**src/rtl/apb4_master_pkg.sv**
```systemverilog
// Shared types and constants for the APB4 master: FSM state encoding and
// the {psel, penable} pair driven in each bus phase.
package apb4_master_pkg;

  localparam int unsigned STATE_W = 2;

  typedef enum logic [STATE_W-1:0] {
    ST_IDLE   = 2'd0,
    ST_SETUP  = 2'd1,
    ST_ACCESS = 2'd2,
    ST_RESP   = 2'd3
  } state_e;

  // {psel, penable} per APB4 phase
  localparam logic [1:0] PHASE_IDLE   = 2'b00;
  localparam logic [1:0] PHASE_SETUP  = 2'b10;
  localparam logic [1:0] PHASE_ACCESS = 2'b11;

  function automatic logic [1:0] phase_of(input state_e st);
    logic [1:0] ph;
    ph = PHASE_IDLE;
    case (st)
      ST_SETUP:  ph = PHASE_SETUP;
      ST_ACCESS: ph = PHASE_ACCESS;
      default:   ph = PHASE_IDLE;
    endcase
    return ph;
  endfunction

endpackage

```
**src/rtl/apb4_master_if.sv**
```systemverilog
// Request, response and APB4 bus signals of apb4_master; the master modport
// is the design side, the slave modport the requester/APB-slave side.
interface apb4_master_if #(
  parameter int unsigned ADDR_WIDTH = 32,
  parameter int unsigned DATA_WIDTH = 32
);
  localparam int unsigned STRB_WIDTH = DATA_WIDTH / 8;

  logic                  req_valid_i;
  logic                  req_ready_o;
  logic [ADDR_WIDTH-1:0] req_addr_i;
  logic                  req_write_i;
  logic [DATA_WIDTH-1:0] req_wdata_i;
  logic [STRB_WIDTH-1:0] req_strb_i;
  logic [2:0]            req_prot_i;

  logic                  rsp_valid_o;
  logic                  rsp_ready_i;
  logic [DATA_WIDTH-1:0] rsp_rdata_o;
  logic                  rsp_err_o;
  logic                  rsp_timeout_o;

  logic [ADDR_WIDTH-1:0] paddr_o;
  logic [2:0]            pprot_o;
  logic                  psel_o;
  logic                  penable_o;
  logic                  pwrite_o;
  logic [DATA_WIDTH-1:0] pwdata_o;
  logic [STRB_WIDTH-1:0] pstrb_o;
  logic                  pready_i;
  logic [DATA_WIDTH-1:0] prdata_i;
  logic                  pslverr_i;

  modport master (
    input  req_valid_i, req_addr_i, req_write_i, req_wdata_i, req_strb_i, req_prot_i,
    output req_ready_o,
    output rsp_valid_o, rsp_rdata_o, rsp_err_o, rsp_timeout_o,
    input  rsp_ready_i,
    output paddr_o, pprot_o, psel_o, penable_o, pwrite_o, pwdata_o, pstrb_o,
    input  pready_i, prdata_i, pslverr_i
  );

  modport slave (
    output req_valid_i, req_addr_i, req_write_i, req_wdata_i, req_strb_i, req_prot_i,
    input  req_ready_o,
    input  rsp_valid_o, rsp_rdata_o, rsp_err_o, rsp_timeout_o,
    output rsp_ready_i,
    input  paddr_o, pprot_o, psel_o, penable_o, pwrite_o, pwdata_o, pstrb_o,
    output pready_i, prdata_i, pslverr_i
  );

endinterface

```
**src/rtl/dffer.sv**
```systemverilog
// Register library cell: load-enable flop with synchronous active-high reset to zero.
module dffer #(
  parameter int unsigned WIDTH = 1
) (
  input  logic             i_clk,
  input  logic             i_rst,
  input  logic             i_en,
  input  logic [WIDTH-1:0] i_d,
  output logic [WIDTH-1:0] o_q
);

  always_ff @(posedge i_clk) begin
    if (i_rst)     o_q <= '0;
    else if (i_en) o_q <= i_d;
  end

endmodule

```
**src/rtl/dffr.sv**
```systemverilog
// Register library cell: flop with synchronous active-high reset to zero.
module dffr #(
  parameter int unsigned WIDTH = 1
) (
  input  logic             i_clk,
  input  logic             i_rst,
  input  logic [WIDTH-1:0] i_d,
  output logic [WIDTH-1:0] o_q
);

  always_ff @(posedge i_clk) begin
    if (i_rst) o_q <= '0;
    else       o_q <= i_d;
  end

endmodule

```
**src/rtl/apb4_master.sv**
```systemverilog
// Single-outstanding APB4 master: request -> SETUP -> ACCESS -> response.
// Define APB4_MASTER_TIMEOUT_EN to abort ACCESS after TIMEOUT_CYCLES wait cycles.
module apb4_master
  import apb4_master_pkg::*;
#(
  parameter int unsigned ADDR_WIDTH     = 32,
  parameter int unsigned DATA_WIDTH     = 32,
  parameter int unsigned TIMEOUT_CYCLES = 255
) (
  input  logic            clk_i,
  input  logic            rst_i,
  apb4_master_if.master   bus
);

  localparam int unsigned STRB_WIDTH = DATA_WIDTH / 8;

  logic [STATE_W-1:0]    r_state;
  state_e                w_state;
  state_e                w_state_nxt;
  logic                  w_accept;
  logic                  w_done;
  logic                  w_timeout;
  logic                  w_cap;

  logic [1:0]            w_phase_nxt;
  logic [1:0]            r_phase;
  logic                  w_rsp_valid_nxt;
  logic                  r_rsp_valid;
  logic [STRB_WIDTH-1:0] w_pstrb_nxt;
  logic [STRB_WIDTH-1:0] r_pstrb;
  logic [DATA_WIDTH-1:0] w_rdata_nxt;
  logic                  w_err_nxt;

  logic [ADDR_WIDTH-1:0] r_paddr;
  logic                  r_pwrite;
  logic [DATA_WIDTH-1:0] r_pwdata;
  logic [2:0]            r_pprot;
  logic [DATA_WIDTH-1:0] r_rsp_rdata;
  logic                  r_rsp_err;

  assign w_state   = state_e'(r_state);
  assign w_accept  = bus.req_valid_i && (w_state == ST_IDLE);
  assign w_done    = (w_state == ST_ACCESS) && bus.pready_i;
  assign w_cap     = w_done || w_timeout;

  assign bus.req_ready_o = (w_state == ST_IDLE);

  // State register
  dffr #(.WIDTH(STATE_W)) u_state (
    .i_clk(clk_i), .i_rst(rst_i), .i_d(w_state_nxt), .o_q(r_state)
  );

  // Next-state logic
  always_comb begin
    w_state_nxt = w_state;
    case (w_state)
      ST_IDLE:   if (w_accept) w_state_nxt = ST_SETUP;
      ST_SETUP:  w_state_nxt = ST_ACCESS;
      ST_ACCESS: if (w_cap) w_state_nxt = ST_RESP;
      ST_RESP:   if (bus.rsp_ready_i) w_state_nxt = ST_IDLE;
      default:   w_state_nxt = ST_IDLE;
    endcase
  end

  // Output logic: next values for the registered bus and response outputs
  always_comb begin
    w_phase_nxt     = phase_of(w_state_nxt);
    w_rsp_valid_nxt = (w_state_nxt == ST_RESP);
    w_pstrb_nxt     = '0;
    case (w_state_nxt)
      ST_SETUP:  w_pstrb_nxt = bus.req_write_i ? bus.req_strb_i : '0;
      ST_ACCESS: w_pstrb_nxt = r_pstrb;
      default:   w_pstrb_nxt = '0;
    endcase
    // A timeout capture returns zero data and an error
    w_rdata_nxt = '0;
    w_err_nxt   = 1'b1;
    if (w_done) begin
      w_rdata_nxt = r_pwrite ? '0 : bus.prdata_i;
      w_err_nxt   = bus.pslverr_i;
    end
  end

  dffr #(.WIDTH(2)) u_phase (
    .i_clk(clk_i), .i_rst(rst_i), .i_d(w_phase_nxt), .o_q(r_phase)
  );
  dffr #(.WIDTH(1)) u_rsp_valid (
    .i_clk(clk_i), .i_rst(rst_i), .i_d(w_rsp_valid_nxt), .o_q(r_rsp_valid)
  );
  dffr #(.WIDTH(STRB_WIDTH)) u_pstrb (
    .i_clk(clk_i), .i_rst(rst_i), .i_d(w_pstrb_nxt), .o_q(r_pstrb)
  );

  // Request capture, held stable for the whole SETUP/ACCESS window
  dffer #(.WIDTH(ADDR_WIDTH)) u_paddr (
    .i_clk(clk_i), .i_rst(rst_i), .i_en(w_accept), .i_d(bus.req_addr_i), .o_q(r_paddr)
  );
  dffer #(.WIDTH(1)) u_pwrite (
    .i_clk(clk_i), .i_rst(rst_i), .i_en(w_accept), .i_d(bus.req_write_i), .o_q(r_pwrite)
  );
  dffer #(.WIDTH(DATA_WIDTH)) u_pwdata (
    .i_clk(clk_i), .i_rst(rst_i), .i_en(w_accept), .i_d(bus.req_wdata_i), .o_q(r_pwdata)
  );
  dffer #(.WIDTH(3)) u_pprot (
    .i_clk(clk_i), .i_rst(rst_i), .i_en(w_accept), .i_d(bus.req_prot_i), .o_q(r_pprot)
  );

  // Response capture on ACCESS exit; frozen while the response waits
  dffer #(.WIDTH(DATA_WIDTH)) u_rsp_rdata (
    .i_clk(clk_i), .i_rst(rst_i), .i_en(w_cap), .i_d(w_rdata_nxt), .o_q(r_rsp_rdata)
  );
  dffer #(.WIDTH(1)) u_rsp_err (
    .i_clk(clk_i), .i_rst(rst_i), .i_en(w_cap), .i_d(w_err_nxt), .o_q(r_rsp_err)
  );

`ifdef APB4_MASTER_TIMEOUT_EN
  localparam int unsigned CNT_W = $clog2(TIMEOUT_CYCLES + 2);

  logic [CNT_W-1:0] r_wait_cnt;
  logic [CNT_W-1:0] w_wait_cnt_nxt;
  logic             r_rsp_timeout;
  logic             w_waiting;

  // Counts consecutive ACCESS cycles without pready; pready wins on the expiry cycle
  assign w_waiting      = (w_state == ST_ACCESS) && !bus.pready_i;
  assign w_timeout      = w_waiting && (r_wait_cnt == CNT_W'(TIMEOUT_CYCLES - 1));
  assign w_wait_cnt_nxt = (w_waiting && !w_timeout) ? CNT_W'(r_wait_cnt + 1'b1) : '0;

  dffr #(.WIDTH(CNT_W)) u_wait_cnt (
    .i_clk(clk_i), .i_rst(rst_i), .i_d(w_wait_cnt_nxt), .o_q(r_wait_cnt)
  );
  dffer #(.WIDTH(1)) u_rsp_timeout (
    .i_clk(clk_i), .i_rst(rst_i), .i_en(w_cap), .i_d(!w_done), .o_q(r_rsp_timeout)
  );

  assign bus.rsp_timeout_o = r_rsp_timeout;
`else
  assign w_timeout         = 1'b0;
  assign bus.rsp_timeout_o = 1'b0;
`endif

  assign bus.psel_o      = r_phase[1];
  assign bus.penable_o   = r_phase[0];
  assign bus.pstrb_o     = r_pstrb;
  assign bus.paddr_o     = r_paddr;
  assign bus.pwrite_o    = r_pwrite;
  assign bus.pwdata_o    = r_pwdata;
  assign bus.pprot_o     = r_pprot;
  assign bus.rsp_valid_o = r_rsp_valid;
  assign bus.rsp_rdata_o = r_rsp_rdata;
  assign bus.rsp_err_o   = r_rsp_err;

endmodule

```
**src/flat_wrapper.sv**
```systemverilog
// flat-port wrapper written by rule: the top's interface ports become plain ports
module apb4_master_flat import apb4_master_pkg::*;
#(
  parameter int unsigned ADDR_WIDTH     = 32,
  parameter int unsigned DATA_WIDTH     = 32,
  parameter int unsigned TIMEOUT_CYCLES = 255
)
  (clk_i, rst_i, bus_req_valid_i, bus_req_addr_i, bus_req_write_i, bus_req_wdata_i, bus_req_strb_i, bus_req_prot_i, bus_req_ready_o, bus_rsp_valid_o, bus_rsp_rdata_o, bus_rsp_err_o, bus_rsp_timeout_o, bus_rsp_ready_i, bus_paddr_o, bus_pprot_o, bus_psel_o, bus_penable_o, bus_pwrite_o, bus_pwdata_o, bus_pstrb_o, bus_pready_i, bus_prdata_i, bus_pslverr_i);
  apb4_master_if #(.ADDR_WIDTH(ADDR_WIDTH), .DATA_WIDTH(DATA_WIDTH)) bus_i ();
  input  logic clk_i;
  input  logic rst_i;
  input wire logic [$bits(bus_i.req_valid_i)-1:0] bus_req_valid_i;
  input wire logic [$bits(bus_i.req_addr_i)-1:0] bus_req_addr_i;
  input wire logic [$bits(bus_i.req_write_i)-1:0] bus_req_write_i;
  input wire logic [$bits(bus_i.req_wdata_i)-1:0] bus_req_wdata_i;
  input wire logic [$bits(bus_i.req_strb_i)-1:0] bus_req_strb_i;
  input wire logic [$bits(bus_i.req_prot_i)-1:0] bus_req_prot_i;
  output wire logic [$bits(bus_i.req_ready_o)-1:0] bus_req_ready_o;
  output wire logic [$bits(bus_i.rsp_valid_o)-1:0] bus_rsp_valid_o;
  output wire logic [$bits(bus_i.rsp_rdata_o)-1:0] bus_rsp_rdata_o;
  output wire logic [$bits(bus_i.rsp_err_o)-1:0] bus_rsp_err_o;
  output wire logic [$bits(bus_i.rsp_timeout_o)-1:0] bus_rsp_timeout_o;
  input wire logic [$bits(bus_i.rsp_ready_i)-1:0] bus_rsp_ready_i;
  output wire logic [$bits(bus_i.paddr_o)-1:0] bus_paddr_o;
  output wire logic [$bits(bus_i.pprot_o)-1:0] bus_pprot_o;
  output wire logic [$bits(bus_i.psel_o)-1:0] bus_psel_o;
  output wire logic [$bits(bus_i.penable_o)-1:0] bus_penable_o;
  output wire logic [$bits(bus_i.pwrite_o)-1:0] bus_pwrite_o;
  output wire logic [$bits(bus_i.pwdata_o)-1:0] bus_pwdata_o;
  output wire logic [$bits(bus_i.pstrb_o)-1:0] bus_pstrb_o;
  input wire logic [$bits(bus_i.pready_i)-1:0] bus_pready_i;
  input wire logic [$bits(bus_i.prdata_i)-1:0] bus_prdata_i;
  input wire logic [$bits(bus_i.pslverr_i)-1:0] bus_pslverr_i;
  assign bus_i.req_valid_i = bus_req_valid_i;
  assign bus_i.req_addr_i = bus_req_addr_i;
  assign bus_i.req_write_i = bus_req_write_i;
  assign bus_i.req_wdata_i = bus_req_wdata_i;
  assign bus_i.req_strb_i = bus_req_strb_i;
  assign bus_i.req_prot_i = bus_req_prot_i;
  assign bus_req_ready_o = bus_i.req_ready_o;
  assign bus_rsp_valid_o = bus_i.rsp_valid_o;
  assign bus_rsp_rdata_o = bus_i.rsp_rdata_o;
  assign bus_rsp_err_o = bus_i.rsp_err_o;
  assign bus_rsp_timeout_o = bus_i.rsp_timeout_o;
  assign bus_i.rsp_ready_i = bus_rsp_ready_i;
  assign bus_paddr_o = bus_i.paddr_o;
  assign bus_pprot_o = bus_i.pprot_o;
  assign bus_psel_o = bus_i.psel_o;
  assign bus_penable_o = bus_i.penable_o;
  assign bus_pwrite_o = bus_i.pwrite_o;
  assign bus_pwdata_o = bus_i.pwdata_o;
  assign bus_pstrb_o = bus_i.pstrb_o;
  assign bus_i.pready_i = bus_pready_i;
  assign bus_i.prdata_i = bus_prdata_i;
  assign bus_i.pslverr_i = bus_pslverr_i;
  apb4_master #(.ADDR_WIDTH(ADDR_WIDTH), .DATA_WIDTH(DATA_WIDTH), .TIMEOUT_CYCLES(TIMEOUT_CYCLES)) u_core (.clk_i(clk_i), .rst_i(rst_i), .bus(bus_i));
endmodule
```
**config.mk**
```make
export PLATFORM = sky130hd
export DESIGN_NAME = apb4_master_flat
export DESIGN_NICKNAME = d
export VERILOG_FILES = /design/src/rtl/apb4_master_pkg.sv /design/src/rtl/apb4_master_if.sv /design/src/rtl/dffer.sv /design/src/rtl/dffr.sv /design/src/rtl/apb4_master.sv /design/src/flat_wrapper.sv
export SDC_FILE = /design/constraint.sdc
export NUM_CORES = 1
export LEC_CHECK = 0
export ABC_AREA = 1
export BUFFER_PORTS_ARGS = -buffer_cell sky130_fd_sc_hd__buf_2
export CAP_MARGIN = 20
export CORE_ASPECT_RATIO = 1.5
export CORE_MARGIN = 4
export CORE_UTILIZATION = 41
export CTS_CLUSTER_SIZE = 28
export DETAILED_ROUTE_END_ITERATION = 7
export PLACE_DENSITY = 0.83
export SKIP_LAST_GASP = 1
export SYNTH_ARGS = -nofsm -noshare
export SYNTH_HDL_FRONTEND = slang
export SYNTH_SLANG_ARGS = --single-unit
export TNS_END_PERCENT = 30
```
**constraint.sdc**
```tcl
create_clock -name clk_i -period 4.75 [get_ports clk_i]
set_clock_uncertainty 0.2 [all_clocks]
set_input_delay 0.95 -clock clk_i [delete_from_list [all_inputs] [get_ports clk_i]]
set_output_delay 0.95 -clock clk_i [all_outputs]
set_load 0.02 [all_outputs]
```
==> metrics.md <==
| Metric | Value |
|---|---|
| Outcome | finished clean |
| GR Util All Layers | 0.184 |
| Crit-path slowest cell | buf_4 |
| Vias in the first global route | 4196 |
| GR Util met3 | 0.0745 |
| Post-synthesis cell type count | 17 |
| Synthesized instance count | 646 |
| Peak VDD IR | 0.000200 V |
| Dpl hpwl | 8.79 mm |
| Tcrit/Tclk final | 0.571 |
| #FFs+latches synth | 110 |
| Ant diodes | 0 |
| Vias | 4602 |
| Relative slew slack | 0.342 |
| Post-CTS Setup Repair Bufs | 0 |
| Met1 Resource Use GR | 0.210 |
| Root Driver | clkbuf_16 |
| GR peak layer | met2 |
| RSZ-0062 raised after global routing | no |
| Syn_nets | 760 |
| Leak | 3.16 nW |
| Grt ovf | 0 |
| # rows | 47 |
| P&R area growth vs syn | 28.3% |
| Crit-path cells | nor2_4 > buf_4 > inv_1 > o21ai_0 > inv_1 > ha_1 > inv_1 > nand4_1 > a21oi_1 |
| Worst hold-check path type | reg -> reg |
| Clock buffer depth | 2 |
| Full die area | 13300 um^2 |
| Crit end category | flop |
| Total clock sinks | 110 |
| Wire per inst | 12.8 um |
| DRC | 0 |
| Final Net Count | 941 |
| Largest net degree at the start of global routing | 73 |
| Seq/Total Area, Yosys | 0.467 |
| Max incr delay on CP | 0.62 ns |
| CTS H-Tree Depth | 3 |
| Initial antenna violation count | 2 |
| Worst EP required | 4.81 ns |
| Endpoints failing hold | 0 |
| Crit path kind | reg -> reg |
| Worst skew pair latency | 0.33 ns |
| CTS Buf Count | 9 |
| Placed cell area | 5780 um^2 |
| Core area | 11200 um^2 |
| Die width | 95.6 um |
| YS warnings | 0 |
| Routed wire length | 12.5 mm |
| Worst Path Arrival | 2.77 ns |
| Crit path launch type | flop |
| # resized after CTS | 0 |
| Number of port buffers | 218 |
| Global-route wire length before repair | 20.0 mm |
| Final Max Tran Viols | 0 |
| Post-route minimum period | 2.71 ns |
| Post-Synthesis Cell Area | 4720 um^2 |
| Avg Vias per Cell | 4.70 |
| Initial Utilization | 0.422 |
| Setup_tns | 0 ns |
| Post-CTS Hold Fix Bufs | 0 |
| Layout cells sized above 1 | 0.288 |
| Routability-driven placement congestion ratio | 0.753 |
| Fmax | 369 MHz |
| DRT Pass-1 Iters | 4 |
| Worst Tran Pin Value | 0.986 ns |
| Met2 GRT Util | 0.309 |
| CP Max Fanout | 68 |
| IO Pins | 220 |
| Post-route cell area | 6050 um^2 |
| Post-DRT Antenna Nets | 0 |
| Most numerous cell on the critical path | inv_1 |
| Die Y | 139 um |
| Setup violations, final | 0 |
| Max cap viols | 0 |
| Synth Area per Inst | 7.30 um^2 |
| CTS tree | built |
| Clk pin slew, worst setup/hold paths | 0.07 ns |
| Drt initial violations | 188 |
| Power per cell area | 372 nW/um^2 |
[placed cells by master (no fill, tap or decap), drive strengths merged]
cell / netlist / final
clkinvlp: 0 / 3
nand2: 143 / 143
o21ai: 1 / 1
clkbuf: 11 / 11
nor2: 108 / 108
conb: 1 / 1
nand3: 5 / 5
nand4: 4 / 4
dfxtp: 110 / 110
a21oi: 102 / 102
buf: 42 / 223
clkinv: 0 / 3
inv: 47 / 46
ha: 4 / 4
nand3b: 68 / 68
[critical path, delay by kind of cell (launching register included)]
kind | cells | cell delay (ns)
buffers and inverters | 4 | 0.97
flip-flops | 1 | 0.37
adder cells (fa/ha/maj) | 1 | 0.28
AND/OR/NAND/NOR | 2 | 0.45
AO/OA/AOI/OAI | 2 | 0.35
[Yosys cell counts]
| master | n | area share |
|---|---|---|
| inv_1 | 47 | 0.037 |
| nor2_1 | 107 | 0.085 |
| o21ai_0 | 1 | 0.0011 |
| nand2_1 | 143 | 0.11 |
| buf_6 | 2 | 0.0048 |
| nand3b_1 | 68 | 0.11 |
| buf_4 | 4 | 0.0064 |
| ha_1 | 4 | 0.011 |
| nand4_1 | 4 | 0.0053 |
| nor2_2 | 1 | 0.0013 |
| clkbuf_1 | 11 | 0.0088 |
| buf_2 | 27 | 0.029 |
| dfxtp_1 | 110 | 0.47 |
| a21oi_1 | 102 | 0.11 |
| conb_1 | 1 | 0.00080 |
| nand3_1 | 5 | 0.0053 |
| buf_1 | 9 | 0.0072 |
[metal layers]
metal | vias up | share of wire
met5 | - | 0.0022
met4 | 4 | 0.021
met3 | 22 | 0.10
met2 | 163 | 0.49
met1 | 2013 | 0.38
li1 | 2400 | -
[where the power goes]
part,internal (mW),leakage [nW],switching [mW],total [mW]
Clock,0.356,0.122,0.330,0.686
Combinational,0.185,2.14,0.335,0.520
Sequential,1.00,0.905,0.0414,1.05
[cell families (layout without fill, tap and decap cells)]
group           Yosys count  count (layout)  share of synthesized area
compound gates          103             103                      0.109
simple gates            328             328                      0.319
flops                   110             110                      0.467
buf+inv                 100             286                     0.0931
fa+ha+maj                 4               4                     0.0106
other cells               1               1                   0.000795
[path summary, 6_finish.rpt]
path	cells past startpoint	endpoint	start	slack, ns
max	9	u_core.u_pstrb.o_q[0]	u_core.u_state.o_q[0]	2.04
min	2	u_core.u_pstrb.o_q[3]	u_core.u_pstrb.o_q[3]	0.27
max reg2reg	9	u_core.u_pstrb.o_q[0]	u_core.u_state.o_q[0]	2.04
min reg2reg	2	u_core.u_pstrb.o_q[3]	u_core.u_pstrb.o_q[3]	0.27
[sequential cells by signal, summed over array words and instances (netlist names)]
signal,flops
u_core.u_pwdata.o_q,32
u_core.u_pstrb.o_q,4
u_core.u_phase.o_q,2
u_core.u_state.o_q,2
u_core.u_paddr.o_q,32
u_core.u_rsp_err.o_q,1
u_core.u_pprot.o_q,3
u_core.u_pwrite.o_q,1
u_core.u_rsp_rdata.o_q,32
u_core.u_rsp_valid.o_q,1
[metrics by stage]
stage	hold slack, ns	setup WS, ns	util	std cells	power [mW]
after floorplan	0.334	2.59	-	646	1.43
after global placement	0.254	1.96	0.517	963	1.58
after detailed placement	0.262	1.95	0.517	963	1.59
after CTS	0.271	2.03	0.541	979	2.28
after global routing	0.300	1.75	0.541	979	2.38
final	0.268	2.04	0.541	979	2.25
[cell type report]
class | count | area, um^2
clock buffers | 11 | 233
clock inverters | 5 | 36.3
fillers | 1144 | 5120
inverters | 47 | 178
multi-input cells | 436 | 2080
flip-flops and latches | 110 | 2200
well taps | 147 | 184
repair buffers | 223 | 1130
(Power assumes the default switching activity.)
